[src/rtl/bsg_pkg.sv]
// Shared types and CTRL register bit positions for the BSG transmitter register bridge.
package bsg_pkg;

    typedef enum logic {
        IDLE = 1'b0,
        HOLD = 1'b1
    } bsg_br_state_t;

    localparam int CTRL_TXEN     = 0;
    localparam int CTRL_INTMSK   = 1;
    localparam int CTRL_INTFLAG  = 2;
    localparam int CTRL_STAT_LSB = 3;

endpackage

[src/rtl/bsg_reg_bridge.sv]
// Bus-to-register bridge: CTRL register plus NUM_CH data registers, with a one-deep
// pending buffer that defers data writes while the transmit core is busy.
module bsg_reg_bridge
    import bsg_pkg::*;
#(
    parameter int DATA_W    = 8,
    parameter int ADDR_W    = 8,
    parameter int NUM_CH    = 2,
    parameter int BASE_ADDR = 10
) (
    input  logic                     clk,
    input  logic                     rst,
    input  logic                     bus_valid,
    input  logic                     bus_write,
    input  logic [ADDR_W-1:0]        bus_addr,
    input  logic [DATA_W-1:0]        bus_wdata,
    output logic                     bus_ready,
    output logic [DATA_W-1:0]        bus_rdata,
    output logic                     bus_rvalid,
    input  logic                     tx_busy,
    input  logic [3:0]               tx_status,
    output logic                     tx_enable,
    output logic [NUM_CH*DATA_W-1:0] data_out,
    output logic                     irq
);

    localparam int CH_W = (NUM_CH > 1) ? $clog2(NUM_CH) : 1;
    localparam logic [ADDR_W-1:0] LP_BASE = ADDR_W'(BASE_ADDR);

    bsg_br_state_t     r_state;
    logic              r_txen;
    logic              r_intmsk;
    logic              r_intflag;
    logic              r_busy_prev;
    logic              r_irq;
    logic [DATA_W-1:0] r_data [NUM_CH];
    logic [CH_W-1:0]   r_pend_ch;
    logic [DATA_W-1:0] r_pend_data;
    logic [DATA_W-1:0] r_rdata;
    logic              r_rvalid;

    logic [ADDR_W-1:0] w_off;
    logic              w_accept;
    logic              w_is_ctrl;
    logic              w_is_data;
    logic [CH_W-1:0]   w_ch;
    logic              w_wr_ctrl;
    logic              w_wr_data;
    logic              w_rd;
    logic              w_busy_fall;
    logic              w_commit;
    logic [DATA_W-1:0] w_rd_val;

    // Unsigned wrap: addresses below BASE_ADDR land far above NUM_CH and decode as out of range.
    assign w_off       = bus_addr - LP_BASE;
    assign w_accept    = bus_valid & bus_ready;
    assign w_is_ctrl   = (w_off == '0);
    assign w_wr_ctrl   = w_accept & bus_write & w_is_ctrl;
    assign w_wr_data   = w_accept & bus_write & w_is_data;
    assign w_rd        = w_accept & ~bus_write;
    assign w_busy_fall = r_busy_prev & ~tx_busy;
    assign w_commit    = (r_state == HOLD) & ~tx_busy;

    always_comb begin
        w_ch      = '0;
        w_is_data = 1'b0;
        for (int i = 0; i < NUM_CH; i++) begin
            if (w_off == ADDR_W'(i + 1)) begin
                w_ch      = CH_W'(i);
                w_is_data = 1'b1;
            end
        end
    end

    always_comb begin
        w_rd_val = '0;
        if (w_is_ctrl) begin
            w_rd_val[CTRL_TXEN]           = r_txen;
            w_rd_val[CTRL_INTMSK]         = r_intmsk;
            w_rd_val[CTRL_INTFLAG]        = r_intflag;
            w_rd_val[CTRL_STAT_LSB +: 5]  = {tx_status, tx_busy};
        end else if (w_is_data) begin
            for (int i = 0; i < NUM_CH; i++) begin
                if (w_ch == CH_W'(i)) begin
                    w_rd_val = r_data[i];
                end
            end
        end
    end

    always_ff @(posedge clk) begin
        if (rst) begin
            r_state     <= IDLE;
            r_txen      <= 1'b0;
            r_intmsk    <= 1'b0;
            r_intflag   <= 1'b0;
            r_busy_prev <= 1'b0;
            r_irq       <= 1'b0;
            r_pend_ch   <= '0;
            r_pend_data <= '0;
            r_rdata     <= '0;
            r_rvalid    <= 1'b0;
            for (int i = 0; i < NUM_CH; i++) begin
                r_data[i] <= '0;
            end
        end else begin
            r_busy_prev <= tx_busy;
            r_irq       <= r_intflag & r_intmsk;
            r_rvalid    <= w_rd;
            if (w_rd) begin
                r_rdata <= w_rd_val;
            end

            if (w_wr_ctrl) begin
                r_txen   <= bus_wdata[CTRL_TXEN];
                r_intmsk <= bus_wdata[CTRL_INTMSK];
            end

            // A completion edge in the same cycle as a W1C keeps the flag set.
            if (w_busy_fall) begin
                r_intflag <= 1'b1;
            end else if (w_wr_ctrl && bus_wdata[CTRL_INTFLAG]) begin
                r_intflag <= 1'b0;
            end

            case (r_state)
                IDLE: begin
                    if (w_wr_data && tx_busy) begin
                        r_pend_ch   <= w_ch;
                        r_pend_data <= bus_wdata;
                        r_state     <= HOLD;
                    end else if (w_wr_data) begin
                        for (int i = 0; i < NUM_CH; i++) begin
                            if (w_ch == CH_W'(i)) begin
                                r_data[i] <= bus_wdata;
                            end
                        end
                    end
                end
                HOLD: begin
                    if (w_commit) begin
                        for (int i = 0; i < NUM_CH; i++) begin
                            if (r_pend_ch == CH_W'(i)) begin
                                r_data[i] <= r_pend_data;
                            end
                        end
                        r_state <= IDLE;
                    end
                end
                default: r_state <= IDLE;
            endcase
        end
    end

    always_comb begin
        data_out = '0;
        for (int i = 0; i < NUM_CH; i++) begin
            data_out[i*DATA_W +: DATA_W] = r_data[i];
        end
    end

    assign bus_ready  = (r_state == IDLE);
    assign bus_rdata  = r_rdata;
    assign bus_rvalid = r_rvalid;
    assign tx_enable  = r_txen;
    assign irq        = r_irq;

endmodule

[config.mk]
export PLATFORM = sky130hd
export DESIGN_NAME = bsg_reg_bridge
export DESIGN_NICKNAME = d
export VERILOG_FILES = /design/src/rtl/bsg_pkg.sv /design/src/rtl/bsg_reg_bridge.sv
export SDC_FILE = /design/constraint.sdc
export NUM_CORES = 1
export LEC_CHECK = 0
export ABC_AREA = 1
export CAP_MARGIN = 40
export CORE_MARGIN = 3
export CORE_UTILIZATION = 40
export CTS_CLUSTER_DIAMETER = 50
export DETAILED_ROUTE_END_ITERATION = 10
export GPL_ROUTABILITY_DRIVEN = 0
export PLACE_DENSITY = 0.65
export SYNTH_ARGS = -nofsm -noshare
export SYNTH_HDL_FRONTEND = slang
export SYNTH_SLANG_ARGS = --single-unit
export TNS_END_PERCENT = 10
[constraint.sdc]
create_clock -name clk -period 2.51 [get_ports clk]
set_input_delay 0.502 -clock clk [delete_from_list [all_inputs] [get_ports clk]]
set_output_delay 0.502 -clock clk [all_outputs]
set_load 0.005 [all_outputs]
### Yosys cells after proc, flatten, opt, wreduce, memory -nomap -nowiden

Memories as Yosys holds them, arrays and structs flattened.
Cells that the tools add are included.

| word-level totals | value |
|---|---|
| register bits | 24 |
| memories kept | 1 |
| bits in read-only memories | 0 |
| memory bits (writable) | 16 |
| bits in latches | 0 |
| word-level logic and storage cells | 73 |

Memories:

| memory | depth | bits a word | rd ports | clocked after memory_dff | write ports | line | RTL |
|---|---|---|---|---|---|---|---|
| r_data | 2 | 8 | 2 | 0 | 2 | bsg_reg_bridge.sv:36 | `logic [DATA_W-1:0] r_data [NUM_CH];` |

| operators by class | value |
|---|---|
| multiplexer cells | 39 |
| $mul | 0 |
| divide/modulo/power cells | 0 |
| equal/unequal tests | 2 |
| reductions and logical operators | 5 |
| shift operators | 0 |
| order comparisons | 0 |
| add/sub/neg operators | 1 |
| bitwise operators | 15 |

Operators by type and width:

| kind | number |
|---|---|
| $mux W8 | 7 |
| $mux W1 | 31 |
| $and A1 B1 Y1 | 8 |
| $eq A8 B1 Y1 const B | 1 |
| $eq A8 B2 Y1 const B | 1 |
| $logic_not A8 Y1 | 1 |
| $sub A8 B4 Y8 const B | 1 |
| $or A1 B1 Y1 | 4 |
| $not A1 Y1 | 3 |
| $logic_and A1 B1 Y1 | 2 |
| $pmux W1 S2 | 1 |
| $reduce_and A2 Y1 | 1 |
| $reduce_bool A2 Y1 | 1 |

### Depth between registers and ports, before layout

Gate-level depths: netlist of run 1.

| depth | value |
|---|---|
| depth after elaboration | 12 |
| gate-level depth with buffers | 12 |
| depth with buffers taken out | 12 |

### Least setup slack after synthesis of run 1

OpenSTA, ideal clock, no wires.

| path | value |
|---|---|
| kind | input port to flip-flop |
| from | in bus_addr[2] |
| to | mem r_data[0][0] (enable) |
| buffers on the path | 0 |
| slack | 0.264 ns |
| stages on the path | 10 |
| required time | 2.135 ns |
| arrival | 1.871 ns |
| cell sequence | inv_1 ha_1 inv_1 nand2_1 nand3_2 nor2_4 inv_2 nor2_4 nand2_1 o21bai_1 |

RTL lines:

| item | line | RTL |
|---|---|---|
| start, declared | bsg_reg_bridge.sv:15 | `input logic [ADDR_W-1:0] bus_addr,` |
| end, declared | bsg_reg_bridge.sv:36 |  |

==> implementation parameters, run 1 <==
Parameter                              Value

Cells and area
  Commonest cells after routing, fill and taps aside    sky130_fd_sc_hd__nand2_1, sky130_fd_sc_hd__clkdlybuf4s50_1, sky130_fd_sc_hd__inv_1
  Area used by sequential logic in the layout    960.9 um2
  Filler cell count in the final layout    486
  Proportion of layout cells with a drive suffix above 1    13.26%
  Commonest non-fill, non-tap cell in the layout    sky130_fd_sc_hd__nand2_1
  Combined area of the multi-input logic cells    933.4 um2
  Core occupancy in the finished layout    59.26%
  Diode insertion count for antenna repair    0
  Area growth from synthesis to layout    37.89%
  Nets    372

Pwr
  Static Leak    0.001344 uW
  Cell Pwr Density    461.3 mW/mm2
  IR Drop Worst-Case VDD    291.6 uV

Flow run
  Max-Cap Viols    0

Synth
  Netlist Area Pre-Place    0.002097 mm2
  Distinct cell type count after synthesis    31
  Synthesized instance count    277
  Synthesized area per cell    7.570 um2
  Register bit total from synthesis    40
  Count of yosys warnings during synthesis    0
  Number of enable flip-flop cells after synthesis    16
  Primary FF master, synth    sky130_fd_sc_hd__dfxtp_1
  Synthesized Nets    303
  Async set-or-reset flop fraction in the synthesized netlist    0%
  Register area share after synthesis    45.82%

Clock network
  TritonCTS sink count    40
  Clock latency of the later-clocked register in the worst-skew pair    0.28 ns
  Post_cts resized    0
  Number of H-tree branching levels    2
  Count of hold-fix buffers inserted at cts    0
  TritonCTS clock tree    yes
  Clock transition time at the flip-flop clock pins of the worst setup and hold paths    0.08 ns
  Cell chosen for the clock root    sky130_fd_sc_hd__clkbuf_8
  Post-CTS repair timing setup buffer count    0
  Buffer levels on the longest clock path    2
  Total CTS buffers    5

Die
  I/O pin count    53
  Die height    78.41 um
  Die outline width    78.41 um
  Starting Density    42.97%
  Overall die area    0.006147 mm2
  Number of placement rows    25
  Area of the core region    0.004880 mm2

Placement
  IO buf count    52
  HPWL after DPL    3.799 mm

Detailed routing
  Drt first-iter violations    78
  Router iterations before antenna repair    4
  Final routed wirelength across all metal layers    4.806 mm
  Vias per cell    4.577
  Total number of vias    1895
  Antenna viol nets, final    0
  Post-detailed-route DRC marker count    0
  Routed wire per std cell    11.61 um

GRT
  Maximum number of pins on one net before global-route repair    19
  Global-route wire length before repair    8.142 mm
  Initial antenna violation count    0
  Global-route total usage across every layer    16.50%
  Total overflow reported by the global router    0
  Via count of the first global-routing pass    1698

STA
  Max Slew Vio Count    0
  Worst hold slack across all endpoints    0.4725 ns
  Fmax    0.4540 GHz
  Remaining max-slew budget at the tightest pin    43.63%
  Number of setup violations in the final report    0
  Post-layout min period    2.202 ns
  Layout Skew    0.009320 ns
  Hold Violations, Final    0
  Worst-margin pin slew    0.8391 ns
  TNS Setup    0 ns
  Unrepaired setup endpoints after global routing    no
  Tcrit/Tclk final    87.75%

Worst setup path
  Arr. time, crit path    2.20 ns
  CP Capture Type    flop
  Class of the most critical setup path    in -> reg
  CP max FO    8
  Worst flop-to-flop path endpoint    r_data[0][11]
  R2R depth    7
  Nature of the critical path startpoint    input port
  Register-to-register setup slack    0.86 ns
  CP Data Required Time    2.51 ns
  R2r startpoint    r_state

Min path
  Hold Crit Depth    2
  Beginning of the worst hold path    r_busy_prev
  Hold Crit Endpoint    r_intflag
  Type of the worst min-delay path    reg -> reg

Status
  Result of the run    complete, no violations
area by class of cell:
| cell class | instances | share of cell area [%] |
|---|---|---|
| clock buffer | 7 | 2.986 |
| clock inverter | 1 | 0.2596 |
| inverter | 44 | 5.755 |
| multi-input combinational | 187 | 32.28 |
| sequential | 40 | 33.23 |
| tap | 67 | 2.899 |
| timing repair buffer | 68 | 22.59 |
report_power, final:
part           switching, uW  total (uW)  internal, uW
logic                   91.0         194           103
registers               10.7         704           693
clock network            213         436           223
metrics by stage:
stage	power, uW	std cells	cell area (um2)	worst slack [ns]
floorplan	799.1	277	2097	0.2645
global placement	912.3	406	2798	0.05314
detailed placement	913.7	406	2798	0.008898
CTS	1350	414	2892	0.3085
global route	1408	414	2892	0.1596
finish	1334	414	2892	0.3076
how the worst max path moves through the flow:
stage / cells past startpoint / endpoint / from / slack, ns
detailed placement: 11 / r_data[0][5] / bus_addr[1] / 0.009
floorplan: 10 / r_data[0][0] / bus_addr[2] / 0.26
finish: 11 / r_data[0][8] / bus_addr[1] / 0.31
global route: 13 / r_data[0][11] / bus_addr[1] / 0.16
CTS: 11 / r_data[0][4] / bus_addr[1] / 0.31
global placement: 11 / r_data[0][12] / bus_addr[1] / 0.05
registers in the layout (all words and copies together), names as in the netlist:
| signal | flops |
|---|---|
| r_pend_data | 8 |
| r_busy_prev | 1 |
| r_state | 1 |
| r_data | 16 |
| r_pend_ch | 1 |
| irq | 1 |
| bus_rdata | 8 |
| tx_enable | 1 |
| r_intflag | 1 |
| r_intmsk | 1 |
| bus_rvalid | 1 |
worst max-delay path, stage by stage:
cell,delay [ns]
sky130_fd_sc_hd__clkdlybuf4s50_1,0.49
sky130_fd_sc_hd__inv_2,0.04
sky130_fd_sc_hd__ha_1,0.23
sky130_fd_sc_hd__nand2_1,0.11
sky130_fd_sc_hd__nand3_2,0.12
sky130_fd_sc_hd__nor2_1,0.13
sky130_fd_sc_hd__nand4_2,0.14
sky130_fd_sc_hd__inv_1,0.10
sky130_fd_sc_hd__nand4_1,0.07
sky130_fd_sc_hd__nand3_1,0.13
sky130_fd_sc_hd__buf_12,0.13
kinds of logic (layout without fill, tap and decap cells):
| family | count (synthesis) | count (layout) | synth area share (%) |
|---|---|---|---|
| flops | 40 | 40 | 45.82 |
| fa+ha+maj | 1 | 1 | 0.5966 |
| simple gates | 165 | 165 | 38.54 |
| buf+inv | 50 | 120 | 9.666 |
| compound gates | 21 | 21 | 5.370 |
synthesized netlist by cell type (all sizes together) (2+ instances only):
master / count / area (um2)
nand2: 83 / 324.1
inv: 43 / 161.4
nor2: 39 / 171.4
dfxtp: 24 / 480.5
edfxtp: 16 / 480.5
nand3: 16 / 100.1
nor3: 12 / 87.58
a21oi: 9 / 45.04
o21ai: 9 / 45.04
nand3b: 8 / 60.06
nand4: 5 / 52.55
buf: 4 / 28.78
clkbuf: 2 / 7.510
metal layers:
layer / up-vias / global-route usage [%] / wire length, um
li1: 1011 / - / -
met1: 830 / 22.94 / 2327
met2: 52 / 25.09 / 2120
met3: 2 / 4.243 / 320
met4: 0 / 5.245 / 37
met5: - / 0 / 0
(Power assumes the default switching activity.)
==> run 2: changes to the inputs <==
- clock period: 2.51 -> 2.9 ns (I/O delays scaled with it)
==> implementation parameters, run 2 (same netlist as run 1, synthesis figures left out) <==
Parameter                              Value

STA
  Remaining max-slew budget at the tightest pin    67.19% (was 43.63%)
  Tcrit/Tclk final    84.55%
  Post-layout min period    2.452 ns
  TNS Setup    0 ns (unchanged)
  Number of setup violations in the final report    0 (unchanged)
  Minimum setup slack in the final design    0.4481 ns (was 0.3076 ns)
  Max Slew Vio Count    0 (unchanged)
  Fmax    0.4079 GHz
  Worst-margin pin slew    0.4917 ns (was 0.8391 ns)
  Hold Violations, Final    0 (unchanged)
  Layout Skew    0.002720 ns (was 0.009320 ns)
  Unrepaired setup endpoints after global routing    no (unchanged)

Die
  Starting Density    42.97% (unchanged)
  Overall die area    0.006147 mm2 (unchanged)
  Area of the core region    0.004880 mm2 (unchanged)
  Die outline width    78.41 um (unchanged)
  I/O pin count    53 (unchanged)
  Die height    78.41 um (unchanged)
  Number of placement rows    25 (unchanged)

Cells and area
  Proportion of layout cells with a drive suffix above 1    11.21% (was 13.26%)
  Filler cell count in the final layout    480 (was 486)
  Core occupancy in the finished layout    57.54% (was 59.26%)
  Commonest non-fill, non-tap cell in the layout    sky130_fd_sc_hd__nand2_1 (unchanged)
  Nets    364 (was 372)
  Combined area of the multi-input logic cells    933.4 um2 (unchanged)
  Area used by sequential logic in the layout    960.9 um2 (unchanged)
  Largest register FFs    16 (unchanged)
  Area growth from synthesis to layout    33.89% (was 37.89%)
  Commonest cells after routing, fill and taps aside    sky130_fd_sc_hd__nand2_1, sky130_fd_sc_hd__clkdlybuf4s50_1, sky130_fd_sc_hd__inv_1 (unchanged)
  Diode insertion count for antenna repair    0 (unchanged)
  Register containing the most flip-flops in the final layout    r_data (unchanged)

Clock network
  Number of H-tree branching levels    2 (unchanged)
  Clock latency of the later-clocked register in the worst-skew pair    0.29 ns (was 0.28 ns)
  Count of hold-fix buffers inserted at cts    0 (unchanged)
  Total CTS buffers    5 (unchanged)
  Post_cts resized    0 (unchanged)
  TritonCTS clock tree    yes (unchanged)
  Post-CTS repair timing setup buffer count    0 (unchanged)
  Clock transition time at the flip-flop clock pins of the worst setup and hold paths    0.08 ns (about the same)
  Cell chosen for the clock root    sky130_fd_sc_hd__clkbuf_8 (unchanged)
  TritonCTS sink count    40 (unchanged)
  Buffer levels on the longest clock path    2 (unchanged)

GRT
  Busiest layer in global routing    met2 (unchanged)
  Via count of the first global-routing pass    1763 (was 1698)
  GR Layer Usage met3    3.670% (was 4.243%)
  Initial antenna violation count    0 (unchanged)
  Met2 track utilization from global routing    27.14% (was 25.09%)
  Global-route wire length before repair    8.383 mm (was 8.142 mm)
  Total overflow reported by the global router    0 (unchanged)
  GR Layer Usage met1    23.03% (was 22.94%)
  Maximum number of pins on one net before global-route repair    19 (unchanged)
  Global-route total usage across every layer    17.06% (was 16.50%)

Detailed routing
  Antenna viol nets, final    0 (unchanged)
  Final routed wirelength across all metal layers    4.844 mm (was 4.806 mm)
  Vias per cell    4.658 (was 4.577)
  Post-detailed-route DRC marker count    0 (unchanged)
  Router iterations before antenna repair    4 (unchanged)
  Routed wire per std cell    11.93 um (was 11.61 um)
  Drt first-iter violations    54 (was 78)
  Total number of vias    1891 (was 1895)

Worst setup path
  CP Capture Type    flop (unchanged)
  Class of the most critical setup path    in -> reg (unchanged)
  Count of buffering cells on the critical path with inverters included    4 (unchanged)
  Critical-path cell list    clkdlybuf4s50_1 > inv_2 > ha_1 > nand2_1 > nand3_2 > nor2_4 > inv_2 > nor2_4 > nand2_1 > o21bai_1 > buf_4 (was clkdlybuf4s50_1 > inv_2 > ha_1 > nand2_1 > nand3_2 > nor2_1 > nand4_2 > inv_1 > nand4_1 > nand3_1 > buf_12)
  CP Data Required Time    2.90 ns (was 2.51 ns)
  R2R depth    5 (was 7)
  Nature of the critical path startpoint    input port (unchanged)
  Crit path max-delay family    buffers and inverters (unchanged)
  Worst path max stage delay    0.51 ns (was 0.49 ns)
  CP max FO    9 (was 8)
  Arr. time, crit path    2.46 ns (was 2.20 ns)
  Cell depth of the worst setup path    11 (unchanged)
  Slowest cell on the critical path    sky130_fd_sc_hd__clkdlybuf4s50_1 (unchanged)

Status
  Result of the run    complete, no violations (unchanged)

Min path
  Type of the worst min-delay path    reg -> reg (unchanged)
  Hold Crit Depth    2 (unchanged)

Placement
  IO buf count    52 (unchanged)
  HPWL after DPL    3.774 mm (was 3.799 mm)
  Worst setup slack after placement    0.1350 ns (was 0.008898 ns)

Flow run
  Max-Cap Viols    0 (unchanged)

Pwr
  Cell Pwr Density    401.1 mW/mm2 (was 461.3 mW/mm2)
  Static Leak    0.001301 uW (was 0.001344 uW)
  IR Drop Worst-Case VDD    226.0 uV (was 291.6 uV)
  PnR Total Power    1126 uW (was 1334 uW)
run 2: cell type report:
| type | count | area share [%] |
|---|---|---|
| Clock buffer | 5 | 2.451 |
| Multi-Input combinational cell | 187 | 33.24 |
| Inverter | 44 | 5.927 |
| Tap cell | 67 | 2.986 |
| Clock inverter | 3 | 0.4902 |
| Sequential cell | 40 | 34.22 |
| Timing Repair Buffer | 60 | 20.68 |
run 2: per-layer routing:
layer,share of wire [%],routed length (um),vias up
li1,-,-,995
met1,49,2359,838
met2,44,2151,52
met3,5.6,272,6
met4,1.3,61,0
met5,0,0,-
run 2: stage by stage:
stage	hold WS [ns]	std cells	area [um2]
floorplan	0.4299	277	2097
global placement	0.4546	398	2725
detailed placement	0.4584	398	2725
CTS	0.4764	406	2808
global route	0.5020	406	2808
finish	0.4756	406	2808
run 2: final timing paths:
check / start / to / slack [ns]
worst max-delay path: bus_addr[1] / r_data[0][0] / 0.45
worst min register to register: r_busy_prev / r_intflag / 0.48
worst min-delay path: r_busy_prev / r_intflag / 0.48
worst max register to register: r_state / r_data[0][0] / 1.26
run 2: report_power, final:
| group | switching (uW) | leakage [uW] | internal (uW) |
|---|---|---|---|
| registers | 9.14 | 0.000360 | 600 |
| logic | 76.9 | 0.000895 | 81.3 |
| clock network | 196 | 0.0000453 | 164 |
run 2: worst min-delay path, stage by stage, from the launching register on:
cell	delay, ns
sky130_fd_sc_hd__dfxtp_1	0.31
sky130_fd_sc_hd__nand3_1	0.07
sky130_fd_sc_hd__o21ai_0	0.07
